## config.mk

```make
export PLATFORM = sky130hd
export DESIGN_NAME = display_update_scheduler
export DESIGN_NICKNAME = d
export VERILOG_FILES = /design/src/rtl/display_update_scheduler.sv
export SDC_FILE = /design/constraint.sdc
export NUM_CORES = 1
export LEC_CHECK = 0
export CAP_MARGIN = 20
export CORE_UTILIZATION = 38
export CTS_CLUSTER_SIZE = 24
export DETAILED_ROUTE_END_ITERATION = 8
export MAX_ROUTING_LAYER = met4
export PLACE_DENSITY_LB_ADDON = 0.08
export SLEW_MARGIN = 10
export SYNTH_ARGS = -nofsm -noshare
export SYNTH_HDL_FRONTEND = slang
export SYNTH_SLANG_ARGS = --single-unit
```

## constraint.sdc

```tcl
create_clock -name clk -period 2.56 [get_ports clk]
set_clock_uncertainty 0.05 [all_clocks]
set_input_delay 0.256 -clock clk [delete_from_list [all_inputs] [get_ports clk]]
set_output_delay 0.256 -clock clk [all_outputs]
set_load 0.02 [all_outputs]
```

## src/rtl/display_update_scheduler.sv

```systemverilog
// Round-robin two-way update arbiter for the 4-character multiplexed display:
// writes one granted 16-bit word as four nibble loads, then holds off for a scan window.
module display_update_scheduler #(
  parameter int MIN_SCAN_CYCLES = 16
) (
  input  logic        clk,
  input  logic        reset,
  input  logic        req_a,
  input  logic [15:0] word_a,
  input  logic        req_b,
  input  logic [15:0] word_b,
  output logic        ack_a,
  output logic        ack_b,
  output logic        load,
  output logic [1:0]  char_position,
  output logic [3:0]  data,
  output logic        busy
);
  localparam int SCW = $clog2(MIN_SCAN_CYCLES + 1);
  localparam logic [1:0] S_IDLE = 2'd0, S_LOAD = 2'd1, S_SCAN = 2'd2;

  logic [1:0]     state_q, state_d;
  logic [15:0]    word_q, word_d;
  logic [1:0]     slot_q, slot_d;
  logic [SCW-1:0] scan_cnt_q, scan_cnt_d;
  logic           last_grant_q, last_grant_d;
  logic           ack_a_q, ack_a_d, ack_b_q, ack_b_d;
  logic           load_q, load_d, busy_q, busy_d;
  logic [1:0]     char_q, char_d;
  logic [3:0]     data_q, data_d;
  logic           grant_b;

  always_comb begin
    state_d      = state_q;
    word_d       = word_q;
    slot_d       = slot_q;
    scan_cnt_d   = scan_cnt_q;
    last_grant_d = last_grant_q;
    ack_a_d      = 1'b0;
    ack_b_d      = 1'b0;
    load_d       = load_q;
    busy_d       = busy_q;
    char_d       = char_q;
    data_d       = data_q;
    grant_b      = 1'b0;
    case (state_q)
      S_IDLE: begin
        if (req_a || req_b) begin
          // On a tie the requester that did not win last time goes next.
          grant_b      = (req_a && req_b) ? ~last_grant_q : req_b;
          word_d       = grant_b ? word_b : word_a;
          last_grant_d = grant_b;
          ack_a_d      = ~grant_b;
          ack_b_d      = grant_b;
          slot_d       = 2'd0;
          state_d      = S_LOAD;
          load_d       = 1'b1;
          busy_d       = 1'b1;
          char_d       = 2'd0;
          data_d       = word_d[3:0];
        end
      end
      S_LOAD: begin
        if (slot_q == 2'd3) begin
          state_d    = S_SCAN;
          load_d     = 1'b0;
          scan_cnt_d = SCW'(MIN_SCAN_CYCLES - 1);
        end else begin
          slot_d = slot_q + 2'd1;
          char_d = slot_d;
          data_d = word_q[{slot_d, 2'b00} +: 4];
        end
      end
      S_SCAN: begin
        if (scan_cnt_q == '0) begin
          state_d = S_IDLE;
          busy_d  = 1'b0;
        end else begin
          scan_cnt_d = scan_cnt_q - SCW'(1);
        end
      end
      default: begin
        state_d = S_IDLE;
        load_d  = 1'b0;
        busy_d  = 1'b0;
      end
    endcase
  end

  always_ff @(posedge clk or negedge reset) begin
    if (!reset) begin
      state_q      <= S_IDLE;
      word_q       <= '0;
      slot_q       <= '0;
      scan_cnt_q   <= '0;
      last_grant_q <= 1'b1;
      ack_a_q      <= 1'b0;
      ack_b_q      <= 1'b0;
      load_q       <= 1'b0;
      busy_q       <= 1'b0;
      char_q       <= '0;
      data_q       <= '0;
    end else begin
      state_q      <= state_d;
      word_q       <= word_d;
      slot_q       <= slot_d;
      scan_cnt_q   <= scan_cnt_d;
      last_grant_q <= last_grant_d;
      ack_a_q      <= ack_a_d;
      ack_b_q      <= ack_b_d;
      load_q       <= load_d;
      busy_q       <= busy_d;
      char_q       <= char_d;
      data_q       <= data_d;
    end
  end

  assign ack_a         = ack_a_q;
  assign ack_b         = ack_b_q;
  assign load          = load_q;
  assign busy          = busy_q;
  assign char_position = char_q;
  assign data          = data_q;
endmodule

```

==> results of run 1 <==
stage by stage:
stage / utilization [%] / total power, mW / hold WS, ns
after global routing: 54.4 / 2.62 / 0.368
after global placement: 52.5 / 2.03 / 0.420
after floorplan: - / 1.70 / -0.0896
after CTS: 54.4 / 2.44 / 0.345
final: 54.4 / 2.42 / 0.330
after detailed placement: 52.5 / 2.06 / 0.415
power breakdown:
part	leakage [nW]	internal [mW]	switching, mW
combinational	0.517	0.560	0.515
sequential	0.401	0.778	0.188
clock	0.0395	0.193	0.184
total	0.957	1.53	0.888
cells by family after synthesis:
| logic type | share of synthesized area, % |
|---|---|
| fa+ha+maj | 1.50 |
| buf+inv | 3.89 |
| compound gates | 19.0 |
| mux | 12.6 |
| simple gates | 12.0 |
| flops | 51.0 |
area by class of cell:
| class | instances | area share [%] |
|---|---|---|
| Clock buffer | 8 | 3.58 |
| Tap cell | 50 | 2.79 |
| Multi-Input combinational cell | 105 | 33.6 |
| Inverter | 5 | 0.838 |
| Sequential cell | 34 | 38.0 |
| Timing Repair Buffer | 48 | 21.1 |
synth_stat cells, types with 3 or more instances:
cell type	instances	area (um2)
sky130_fd_sc_hd__dfrtp_1	33	826
sky130_fd_sc_hd__o21ai_0	30	150
sky130_fd_sc_hd__mux2i_1	12	120
sky130_fd_sc_hd__nor2_1	8	30.0
sky130_fd_sc_hd__and3_1	6	37.5
sky130_fd_sc_hd__nand2_1	6	22.5
sky130_fd_sc_hd__a21oi_1	5	25.0
sky130_fd_sc_hd__a221o_1	5	50.1
sky130_fd_sc_hd__clkbuf_1	5	18.8
sky130_fd_sc_hd__inv_1	5	18.8
sky130_fd_sc_hd__a211oi_1	4	30.0
sky130_fd_sc_hd__mux4_2	4	90.1
sky130_fd_sc_hd__or4_1	3	22.5
sequential cells by signal, indices dropped and copies added, names as in the netlist:
name and count:
busy 1, last_grant_q 1, char_position 2, ack_a 1
state_q 2, ack_b 1, load 1, word_q 16
data 4, scan_cnt_q 5
per-layer routing:
| metal | global-route usage [%] | vias up | share of wire, % |
|---|---|---|---|
| met5 | - | - | 0 |
| met4 | 7.55 | 0 | 0.91 |
| met3 | 5.67 | 4 | 4.0 |
| met2 | 28.2 | 36 | 49 |
| met1 | 24.1 | 648 | 46 |
| li1 | - | 658 | - |
worst paths after layout:
check | slack, ns | to
max | 0.57 | word_q[12]
min | 0.33 | scan_cnt_q[0]
min reg2reg | 0.43 | busy
max in group asynchronous | 1.78 | last_grant_q
min in group clk | 0.43 | busy
max reg2reg | 0.57 | word_q[12]
==> results.md, run 1 <==
- Initial Util: approximately 41%
- Maximum number of pins on one net before global-route repair: 35
- Min Tclk post-route: 1.99 ns
- TritonCTS Buffers: 5
- Transition time at the pin with the least slew margin: between 1 and 1.5 ns
- Total GRT Usage: approximately a fifth
- Input/output buffers: between 40 and 50
- Kind of launch point of the worst setup path: flip-flop
- Vert. Die Dim: just under 70 um
- CTS Hold Bufs: 0
- Core area: roughly 4100 um2
- Status: finished clean
- Worst path cell trace: nor2_1 -> o21ai_1 -> a221o_1
- First-pass GRT wire length: between 6 and 7 mm
- Ys flop type: sky130_fd_sc_hd__dfrtp_1
- Yosys reg bits: 34
- Clock root buffer master: sky130_fd_sc_hd__clkbuf_8
- Maximum level of the CTS H-tree: 2
- Wire per inst: ~15 um
- Antenna Nets Post-Route: 0
- Class of the tightest hold or removal check: primary input to async pin
- Kind of end point of the critical path: flip-flop
- Buffers plus inverters on the worst setup path: 0
- Post-synthesis area per instance: ~11 um2
- Num ports: between 40 and 50
- Post-place instance area: ~2200 um2
- Register Area: around 850 um2
- Most common cell after layout, fill and taps aside: sky130_fd_sc_hd__clkdlybuf4s50_1
- Post-cts repair resize count: 0
- Number of global-route vias before repair: between 1000 and 1500
- Antenna cells: 0
- Slowest cell on the critical path: sky130_fd_sc_hd__dfrtp_1
- Post-synthesis instance area: between 1500 and 2000 um2
- Worst path setup slack after routing: approximately 0.57 ns
- Antenna violations before repair: 0
- Clk Latency, worst-skew pair: ~0.28 ns
- Critical path type: flip-flop to flip-flop
- Share of the cycle needed by the critical path after routing: 77.6%
- Overflow after GRT: 0
- DP HPWL: between 2 and 3 mm
- Syn Nets: 190
- CTS clock-pin slew for the worst setup and hold paths: 0.07 ns
- Fillers: between 300 and 400
- Count of synthesis-stage warnings from yosys: 0
- Area taken by multi-input logic gates: approximately 750 um2
- Crit path launch: state_q[0]
- Achievable clock frequency: approximately 500 MHz
- Layout overhead on the synthesized area: 34.1%
- Die area: 4660 um2
- Proportion of layout cells with a drive suffix above 1: around a tenth
- Crit-path max cell delay: 0.53 ns
- DRT iter0 DRCs: 83
- Leakage power summed over all cells: 0.957 nW
- Number of different library cells in the post-synthesis netlist: 32
- Post-Place Cells: ~240
- Sequential area share after synthesis: roughly 51%
- Clock Path Buffers: 2
- Remaining max-slew budget at the tightest pin: 29.6%
- Cell family with the largest share of critical-path delay: compound AO/OA/AOI/OAI gates
- Number of enable flip-flop cells after synthesis: 0
- Number of endpoints failing setup at the final stage: 0
- Worst R2R Start: state_q[0]
- Placer congestion estimate: between 0.7 and 0.8
- Detailed-route wire length: approximately 3.7 mm
- Final Slew Violations: 0
- Depth of the most critical reg-to-reg path: 3
- Final setup TNS: 0 ns
- Area of all placed cells without fillers: 2240 um2
- Count of endpoints failing hold in the final timing report: 0
- Worst IR drop on VDD: ~0.36 mV
- Path length in cells of the critical path: 3
- # clock sinks: 34
- Most frequent cells in the layout: 45 x sky130_fd_sc_hd__clkdlybuf4s50_1, 33 x sky130_fd_sc_hd__dfrtp_1, 30 x sky130_fd_sc_hd__o21ai_0, 12 x sky130_fd_sc_hd__mux2i_1, 8 x sky130_fd_sc_hd__nor2_1
- Vias: 1346
- Power per cell area: between 1000 and 1500 nW/um2
- Worst Setup Slack post-DPL: between 0.5 and 0.6 ns
- Clock tree from TritonCTS: yes
- Count of TritonRoute iterations in the first routing pass: 4
- Avg Vias per Cell: between 5 and 6
- Biggest fanout along the worst timing path: 17
- Critical path required time: ~2.7 ns
- Floorplan row count: 23
- Final layout net count: around 240
- Syn Inst Count: 152
- RSZ-0062 raised after global routing: no
- Arrival time at the worst endpoint: 2.10 ns
- Horizontal die dimension: roughly 70 um
- Share of synthesized flip-flops with an asynchronous set or reset: between 90% and 100%
- Max-capacitance violation count: 0
- Number of buffers inserted to repair setup after CTS: 0
- Number of DRC violations after detailed routing: 0
- Cell Count, Final, Fillers Out: 250
No activity file was read; power rests on OpenSTA's default activity.
==> run 2, diff against run 1 <==
==> constraint.sdc (replaced) <==
create_clock -name clk -period 1.7 [get_ports clk]
set_clock_uncertainty 0.05 [all_clocks]
set_input_delay 0.17 -clock clk [delete_from_list [all_inputs] [get_ports clk]]
set_output_delay 0.17 -clock clk [all_outputs]
set_load 0.02 [all_outputs]
==> run 2 against run 1 <==
  * Flip-flop and latch count did not move
  * Worst setup slack got worse by 0.53 ns
  * Critical path depth rose by 3
  * Routed wire length rose by 8.3%
  * First-iteration DRC count fell by 8.4%
  * Count of clock-buffer cells in the layout fell by 3
  * Maximum frequency rose by 20%
  * Critical path type unchanged
  * Highest routed layer unchanged
==> results.md, run 2 (synthesis gave the netlist of run 1 again) <==
- Critical path required time: 1.87 ns (was 2.67 ns)
- Floorplan row count: 23 (unchanged)
- Core utilization of the finished layout: 57.8% (was 54.4%)
- Count of TritonRoute iterations in the first routing pass: 4 (unchanged)
- Proportion of layout cells with a drive suffix above 1: 16.5% (was 9.50%)
- Overflow after GRT: 0 (unchanged)
- Layout overhead on the synthesized area: 42.4% (was 34.1%)
- Input/output buffers: 45 (unchanged)
- CTS Hold Bufs: 0 (unchanged)
- Clock Path Buffers: 2 (unchanged)
- Total GRT Usage: 21.2% (was 19.0%)
- Number of endpoints failing setup at the final stage: 0 (unchanged)
- Power per cell area: 1670 nW/um2 (was 1080 nW/um2)
- Cell Count, Final, Fillers Out: 262 (was 250)
- Horizontal die dimension: 68.3 um (unchanged)
- R2R Setup Slk: 0.05 ns (was 0.57 ns)
- Post-Place Cells: 252 (was 242)
- Crit path launch: scan_cnt_q[0] (was state_q[0])
- Kind of launch point of the worst setup path: flip-flop (unchanged)
- Clock root buffer master: sky130_fd_sc_hd__clkbuf_8 (unchanged)
- Final layout net count: 249 (was 237)
- Most common cell after layout, fill and taps aside: sky130_fd_sc_hd__clkdlybuf4s50_1 (unchanged)
- Slowest cell on the critical path: sky130_fd_sc_hd__or4_1 (was sky130_fd_sc_hd__dfrtp_1)
- Status: finished clean (unchanged)
- Detailed-route wire length: 4.06 mm (was 3.75 mm)
- Placer congestion estimate: 0.755 (was 0.770)
- Core area: 4120 um2 (unchanged)
- Worst Setup Slack post-DPL: 0.0552 ns (was 0.551 ns)
- Number of DRC violations after detailed routing: 0 (unchanged)
- Achievable clock frequency: 604 MHz (was 503 MHz)
- Most frequent cells in the layout: 44 x sky130_fd_sc_hd__clkdlybuf4s50_1, 33 x sky130_fd_sc_hd__dfrtp_1, 30 x sky130_fd_sc_hd__o21ai_0, 14 x sky130_fd_sc_hd__buf_4, 12 x sky130_fd_sc_hd__mux2i_1 (was 45 x sky130_fd_sc_hd__clkdlybuf4s50_1, 33 x sky130_fd_sc_hd__dfrtp_1, 30 x sky130_fd_sc_hd__o21ai_0, 12 x sky130_fd_sc_hd__mux2i_1, 8 x sky130_fd_sc_hd__nor2_1)
- Antenna violations before repair: 0 (unchanged)
- Share of the cycle needed by the critical path after routing: 97.3% (was 77.6%)
- Clock tree from TritonCTS: yes (unchanged)
- First-pass GRT wire length: 6.79 mm (was 6.07 mm)
- Area of all placed cells without fillers: 2380 um2 (was 2240 um2)
- Wire per inst: 15.5 um (was 15.0 um)
- Die area: 4660 um2 (unchanged)
- Setup crit end: scan_cnt_q[2] (was word_q[12])
- Transition time at the pin with the least slew margin: 0.432 ns (was 1.05 ns)
- Depth of the most critical reg-to-reg path: 6 (was 3)
- Critical path type: flip-flop to flip-flop (unchanged)
- Avg Vias per Cell: 5.30 (was 5.38)
- Worst path cell trace: inv_1 -> ha_1 -> nor4b_1 -> buf_4 -> or4_1 -> nand3_1 (was nor2_1 -> o21ai_1 -> a221o_1)
- Remaining max-slew budget at the tightest pin: 71.2% (was 29.6%)
- Metal-1 WL: 1.78 mm (was 1.72 mm)
- Worst path setup slack after routing: 0.0457 ns (was 0.573 ns)
- Register containing the most flip-flops in the final layout: word_q (unchanged)
- Kind of end point of the critical path: flip-flop (unchanged)
- Antenna Nets Post-Route: 0 (unchanged)
- Maximum level of the CTS H-tree: 2 (unchanged)
- CTS clock-pin slew for the worst setup and hold paths: 0.07 ns (about the same)
- Vert. Die Dim: 68.3 um (unchanged)
- Clk Latency, worst-skew pair: 0.29 ns (was 0.28 ns)
- Leakage power summed over all cells: 1.05 nW (was 0.957 nW)
- Num ports: 46 (unchanged)
- Max-capacitance violation count: 0 (unchanged)
- Number of flip-flops in the largest register: 16 (unchanged)
- Vias: 1388 (was 1346)
- Crit-path max cell delay: 0.48 ns (was 0.53 ns)
- Highest routed layer: met4 (unchanged)
- # clock sinks: 34 (unchanged)
- R2r endpoint: scan_cnt_q[2] (was word_q[12])
- Initial Util: 40.6% (unchanged)
- Class of the tightest hold or removal check: primary input to async pin (unchanged)
- Count of endpoints failing hold in the final timing report: 0 (unchanged)
- DRT iter0 DRCs: 76 (was 83)
- Final Slew Violations: 0 (unchanged)
- DP HPWL: 3.03 mm (was 2.74 mm)
- Biggest fanout along the worst timing path: 6 (was 17)
- Routed wl met3: 178 um (was 151 um)
- Maximum number of pins on one net before global-route repair: 35 (unchanged)
- Antenna cells: 0 (unchanged)
- Arrival time at the worst endpoint: 1.83 ns (was 2.10 ns)
- Metal2 WL: 2.03 mm (was 1.84 mm)
- Min Tclk post-route: 1.65 ns (was 1.99 ns)
- Worst R2R Start: scan_cnt_q[0] (was state_q[0])
- Number of global-route vias before repair: 1455 (was 1267)
- Worst IR drop on VDD: 0.526 mV (was 0.358 mV)
- Post-place instance area: 2250 um2 (was 2160 um2)
- TritonCTS Buffers: 5 (unchanged)
==> run 2: worst min path at each step <==
stage               start            end  cells past startpoint
floorplan           reset          ack_a                      0
global route        reset  scan_cnt_q[0]                      2
detailed placement   busy           busy                      1
CTS                 reset           load                      2
finish              reset  scan_cnt_q[1]                      2
global placement     busy           busy                      1
==> run 2: layer usage <==
metal | track usage (%) | vias up
li1 | - | 680
met1 | 24.6 | 663
met2 | 34.4 | 37
met3 | 5.67 | 8
met4 | 8.85 | 0
met5 | - | -
==> run 2: power breakdown <==
part,total [mW],internal [mW],switching [mW]
sequential,1.40,1.17,0.223
clock,0.734,0.431,0.303
combinational,1.85,0.964,0.883
total,3.98,2.57,1.41
==> run 2: critical path: cells and delay by family, from the launching register on <==
| family | cells | cell delay, ns |
|---|---|---|
| buffers and inverters | 2 | 0.21 |
| flip-flops | 1 | 0.40 |
| AND/OR/NAND/NOR | 3 | 0.72 |
| adder cells (fa/ha/maj) | 1 | 0.20 |
==> run 2: final cells by class <==
| type | instances | area (um2) |
|---|---|---|
| fillers | 353 | 1740 |
| multi-input cells | 105 | 758 |
| flip-flops and latches | 34 | 852 |
| well taps | 50 | 62.6 |
| inverters | 5 | 18.8 |
| clock inverters | 3 | 40.0 |
| repair buffers | 60 | 578 |
| clock buffers | 5 | 68.8 |
==> run 2: repair_timing <==
item	in CTS	in global routing
setup endpoints to repair	0	4
endpoints found under the hold margin	0	0
setup buffers	0	2
gates resized for setup	0	2
==> run 2: metrics by stage <==
stage	power (mW)	hold slack, ns	setup TNS [ns]
floorplan	2.56	-0.176	0
CTS	3.99	0.246	0
global route	4.30	0.281	-0.00715
detailed placement	3.25	0.433	0
global placement	3.20	0.430	0
finish	3.98	0.232	0
==> variant 1 (settings of run 2) <==
Make the reset (`reset`) synchronous in one clocked block.
--- a/src/rtl/display_update_scheduler.sv
+++ b/src/rtl/display_update_scheduler.sv
@@ -89,3 +89,3 @@
 
-  always_ff @(posedge clk or negedge reset) begin
+  always_ff @(posedge clk) begin
     if (!reset) begin
Formal check against the unedited RTL: differs if reset is asserted again (counterexample within 4 cycles, from zero or initial values and one cycle with reset low); with reset held inactive, the same outputs for 10 cycles.
==> variant 1 against run 2 <==
- area after synthesis shrank 2.9%
- core utilization fell by 0.72 points
- setup slack better by 0.11 ns
- non-clock buffer count is 1 lower
- final area decreased by 2.6%
- first-iteration DRC count down 2.6%
- routed wire length fell by 8.1%
- sequential cell count unchanged
- largest cell class is now multi-input combinational cells
- highest routed layer unchanged
Power is not compared: it rests on default switching activity, and its combinational part moved more than twofold at a synthesized area within 25%.
==> variant 1: results (changes against run 2) <==
status: "complete, no violations"  # unchanged
worst-path-max-fanout: 4  # was 6
antenna_found_initial: 0  # unchanged
grtUsageMet2_pct: 33.25  # was 34.44%
vias: 1404  # was 1388
grt_use_met1_pct: 20.73  # was 24.61%
drt-initial-drc-count: 74  # was 76
nNetsFinal: 256  # was 249
syn_nets: 198  # was 190
cp-startpoint: "scan_cnt_q[0]"  # unchanged
met1_length_um: 1598  # was 1779 um
synth_common_cells: "34 x dfxtp_1, 21 x nor2_1, 12 x mux2i_1, 10 x a21oi_1, 9 x nand2_1"  # was 33 x dfrtp_1, 30 x o21ai_0, 12 x mux2i_1, 8 x nor2_1
place_area_um2: 2191  # was 2247 um2
grt_first_pass_wirelength_um: 6210  # was 6789 um
synth-adder-area-share_pct: 1.543  # was 1.498%
hp-class: "register to register"  # was input port to async pin
wl_met3_um: 149  # was 178 um
async_reset_ff_share_pct: 0  # was 100.0%
track_usage_pct: 19.21  # was 21.20%
seq_area_frac_synth_pct: 41.98  # was 51.01%
muxShareOfSynthArea_pct: 14.35  # was 12.58%
grt_max_degree: 31  # was 35
dp_hpwl_um: 2812  # was 3030 um
p_total_mw: 2.051
holdWs_ns: 0.4119  # was 0.2321 ns
synth.area.top_cells: "dfxtp_1 42%, mux2i_1 7.4%, a211oi_2 6.2%"  # was dfrtp_1 49%, o21ai_0 9.0%, mux2i_1 7.2%
ff2ff_setup_slack_ns: 0.15  # was 0.05 ns
slew_headroom_pct: 78.94  # was 71.19%
dpl_worst_slack_ns: -0.01050  # was 0.05522 ns
wl_met2_um: 1922  # was 2025 um
synth_compound_area_share_pct: 21.60  # was 19.03%
gr-usage-met3_pct: 4.561  # was 5.667%
reg2reg_to: "scan_cnt_q[3]"  # was scan_cnt_q[2]
yosysUniqueCellTypes: 42  # was 32
layout_worst_path_cycle_share_pct: 91.03  # was 97.31%
[variant 1: cell types whose count changed after synthesis, sizes merged, moves of 4 or more]
| cell | before | now |
|---|---|---|
| dfxtp | 0 | 34 |
| dfrtp | 33 | 0 |
| o21ai | 31 | 4 |
| nor2 | 8 | 22 |
| a211oi | 4 | 14 |
| a21oi | 5 | 10 |
| a221o | 5 | 0 |
| nand2b | 0 | 5 |
| and3 | 6 | 2 |
| buf | 3 | 7 |
| clkbuf | 5 | 1 |
[variant 1: area by class of cell]
class | count | area, um2
inverter | 5 | 18.77
fill | 377 | 1742
multi-input combinational | 113 | 873.3
clock buffer | 8 | 110.1
tap | 50 | 62.56
sequential | 34 | 680.7
timing repair buffer | 59 | 570.5
[variant 1: critical path, delay by kind of cell (launching register included)]
family	cells	cell delay [ns]
flops	1	0.37
buf+inv	1	0.06
compound gates	2	0.34
simple gates	2	0.37
fa+ha+maj	1	0.23
==> variant 2 (flow settings as in run 2) <==
Made on the original files. The parameter `MIN_SCAN_CYCLES` goes from 16 to 8.
--- a/src/rtl/display_update_scheduler.sv
+++ b/src/rtl/display_update_scheduler.sv
@@ -3,3 +3,3 @@
 module display_update_scheduler #(
-  parameter int MIN_SCAN_CYCLES = 16
+  parameter int MIN_SCAN_CYCLES = 8
 ) (
Check against the original RTL: same outputs for any inputs over 10 cycles, from zero or initial values and one cycle with reset low; that may be too few to reach the edited logic, so the function may still have changed.
==> variant 2 against run 2 <==
- fmax increased by 5.3%
- final area grew 3.2%
- power increased by 1.1%
- sequential share of layout area is 2.1 points lower
- area after synthesis grew 6.1%
- die area up 6.0%
- count of clock-buffer cells in the layout increased by 3
- routed wire length down 10%
- setup slack better by 0.083 ns
- core utilization is 2.2 points lower
- sequential cell count decreased by 1
- largest power group unchanged
==> variant 2: results (changes against run 2) <==
grt_first_pass_wirelength_um: 6168  # was 6789 um
r2r-start: "char_position[1]"  # was scan_cnt_q[0]
drive_gt1_share_pct: 28.57  # was 16.51%
grtUsageMet2_pct: 27.62  # was 34.44%
yosysUniqueCellTypes: 37  # was 32
grt_pass1_vias: 1305  # was 1455
drt-initial-drc-count: 53  # was 76
ff2ff_setup_slack_ns: 0.13  # was 0.05 ns
gr-usage-met3_pct: 4.618  # was 5.667%
swShare_pct: 34.23  # was 35.44%
track_usage_pct: 16.70  # was 21.20%
dp_hpwl_um: 2632  # was 3030 um
syn_nets: 175  # was 190
reg2reg_to: "data[1]"  # was scan_cnt_q[2]
synth.area.top_cells: "dfrtp_1 45%, mux2_2 8.9%, mux2_4 8.5%"  # was dfrtp_1 49%, o21ai_0 9.0%, mux2i_1 7.2%
holdWs_ns: 0.1670  # was 0.2321 ns
leakagePower_nw: 1.047  # was 1.049 nW
gp_congestion: 0.7393  # was 0.7553
reg2reg_depth: 4  # was 6
slew_headroom_pct: 67.49  # was 71.19%
nFillCells: 374  # was 353
place_area_um2: 2367  # was 2247 um2
grt_use_met1_pct: 19.93  # was 24.61%
crit_arrival_ns: 1.68  # was 1.83 ns
ir_drop_v: 0.0007466  # was 0.0005259 V
synth_common_cells: "32 x dfrtp_1, 14 x mux2_2, 11 x mux2i_1, 10 x mux2_4, 8 x nor2_1"  # was 33 x dfrtp_1, 30 x o21ai_0, 12 x mux2i_1, 8 x nor2_1
status: "complete, no violations"  # unchanged
seq_area_frac_synth_pct: 46.65  # was 51.01%
nNetsFinal: 233  # was 249
[variant 2: power groups by stage]
stage / combinational (mW) / clock (mW) / sequential, mW
after floorplan: 1.34 / 0 / 1.47
after global placement: 2.08 / 0 / 1.38
after detailed placement: 2.11 / 0 / 1.40
after CTS: 2.12 / 0.580 / 1.38
after global routing: 2.28 / 0.622 / 1.43
final: 2.08 / 0.560 / 1.38
[variant 2: cell type report]
class,count,area share (%)
Timing Repair Buffer,58,23.96
Tap cell,52,2.650
Inverter,7,1.070
Multi-Input combinational cell,90,35.37
Clock buffer,8,3.262
Sequential cell,33,33.69
[variant 2: worst register-to-register path: stages (launching register included)]
cell	delay [ns]
dfrtp_1	0.41
ha_1	0.21
or3b_2	0.56
nor2_1	0.17
a211oi_2	0.05
[variant 2: cells by family after synthesis]
family	synth area share, %
DFF	46.65
and+or+nand+nor	7.341
adders and majority gates	1.411
AOI/OAI and AO/OA	11.29
muxes	28.65
buffers and inverters	4.658
[variant 2: stage by stage]
stage	util, %	std cells	TNS (ns)
6_report	55.61	248	0
5_1_grt	55.61	248	0
4_1_cts	55.44	248	0
3_5_place_dp	53.63	240	-1.182
3_3_place_gp	53.63	240	-0.9072
2_1_floorplan	-	137	0
[variant 2: worst max-delay path by stage]
stage,start,endpoint,slack (ns)
floorplan,char_position[0],char_position[1],0.05
global route,char_position[1],char_position[1],0.06
CTS,char_position[0],char_position[0],0.02
detailed placement,req_b,word_q[7],-0.11
finish,char_position[1],data[1],0.13
global placement,req_b,word_q[7],-0.08
[variant 2: metal layers]
layer,vias up,part of all wire (%)
li1,620,-
met1,603,44
met2,34,51
met3,5,4.6
met4,0,1.2
met5,-,0
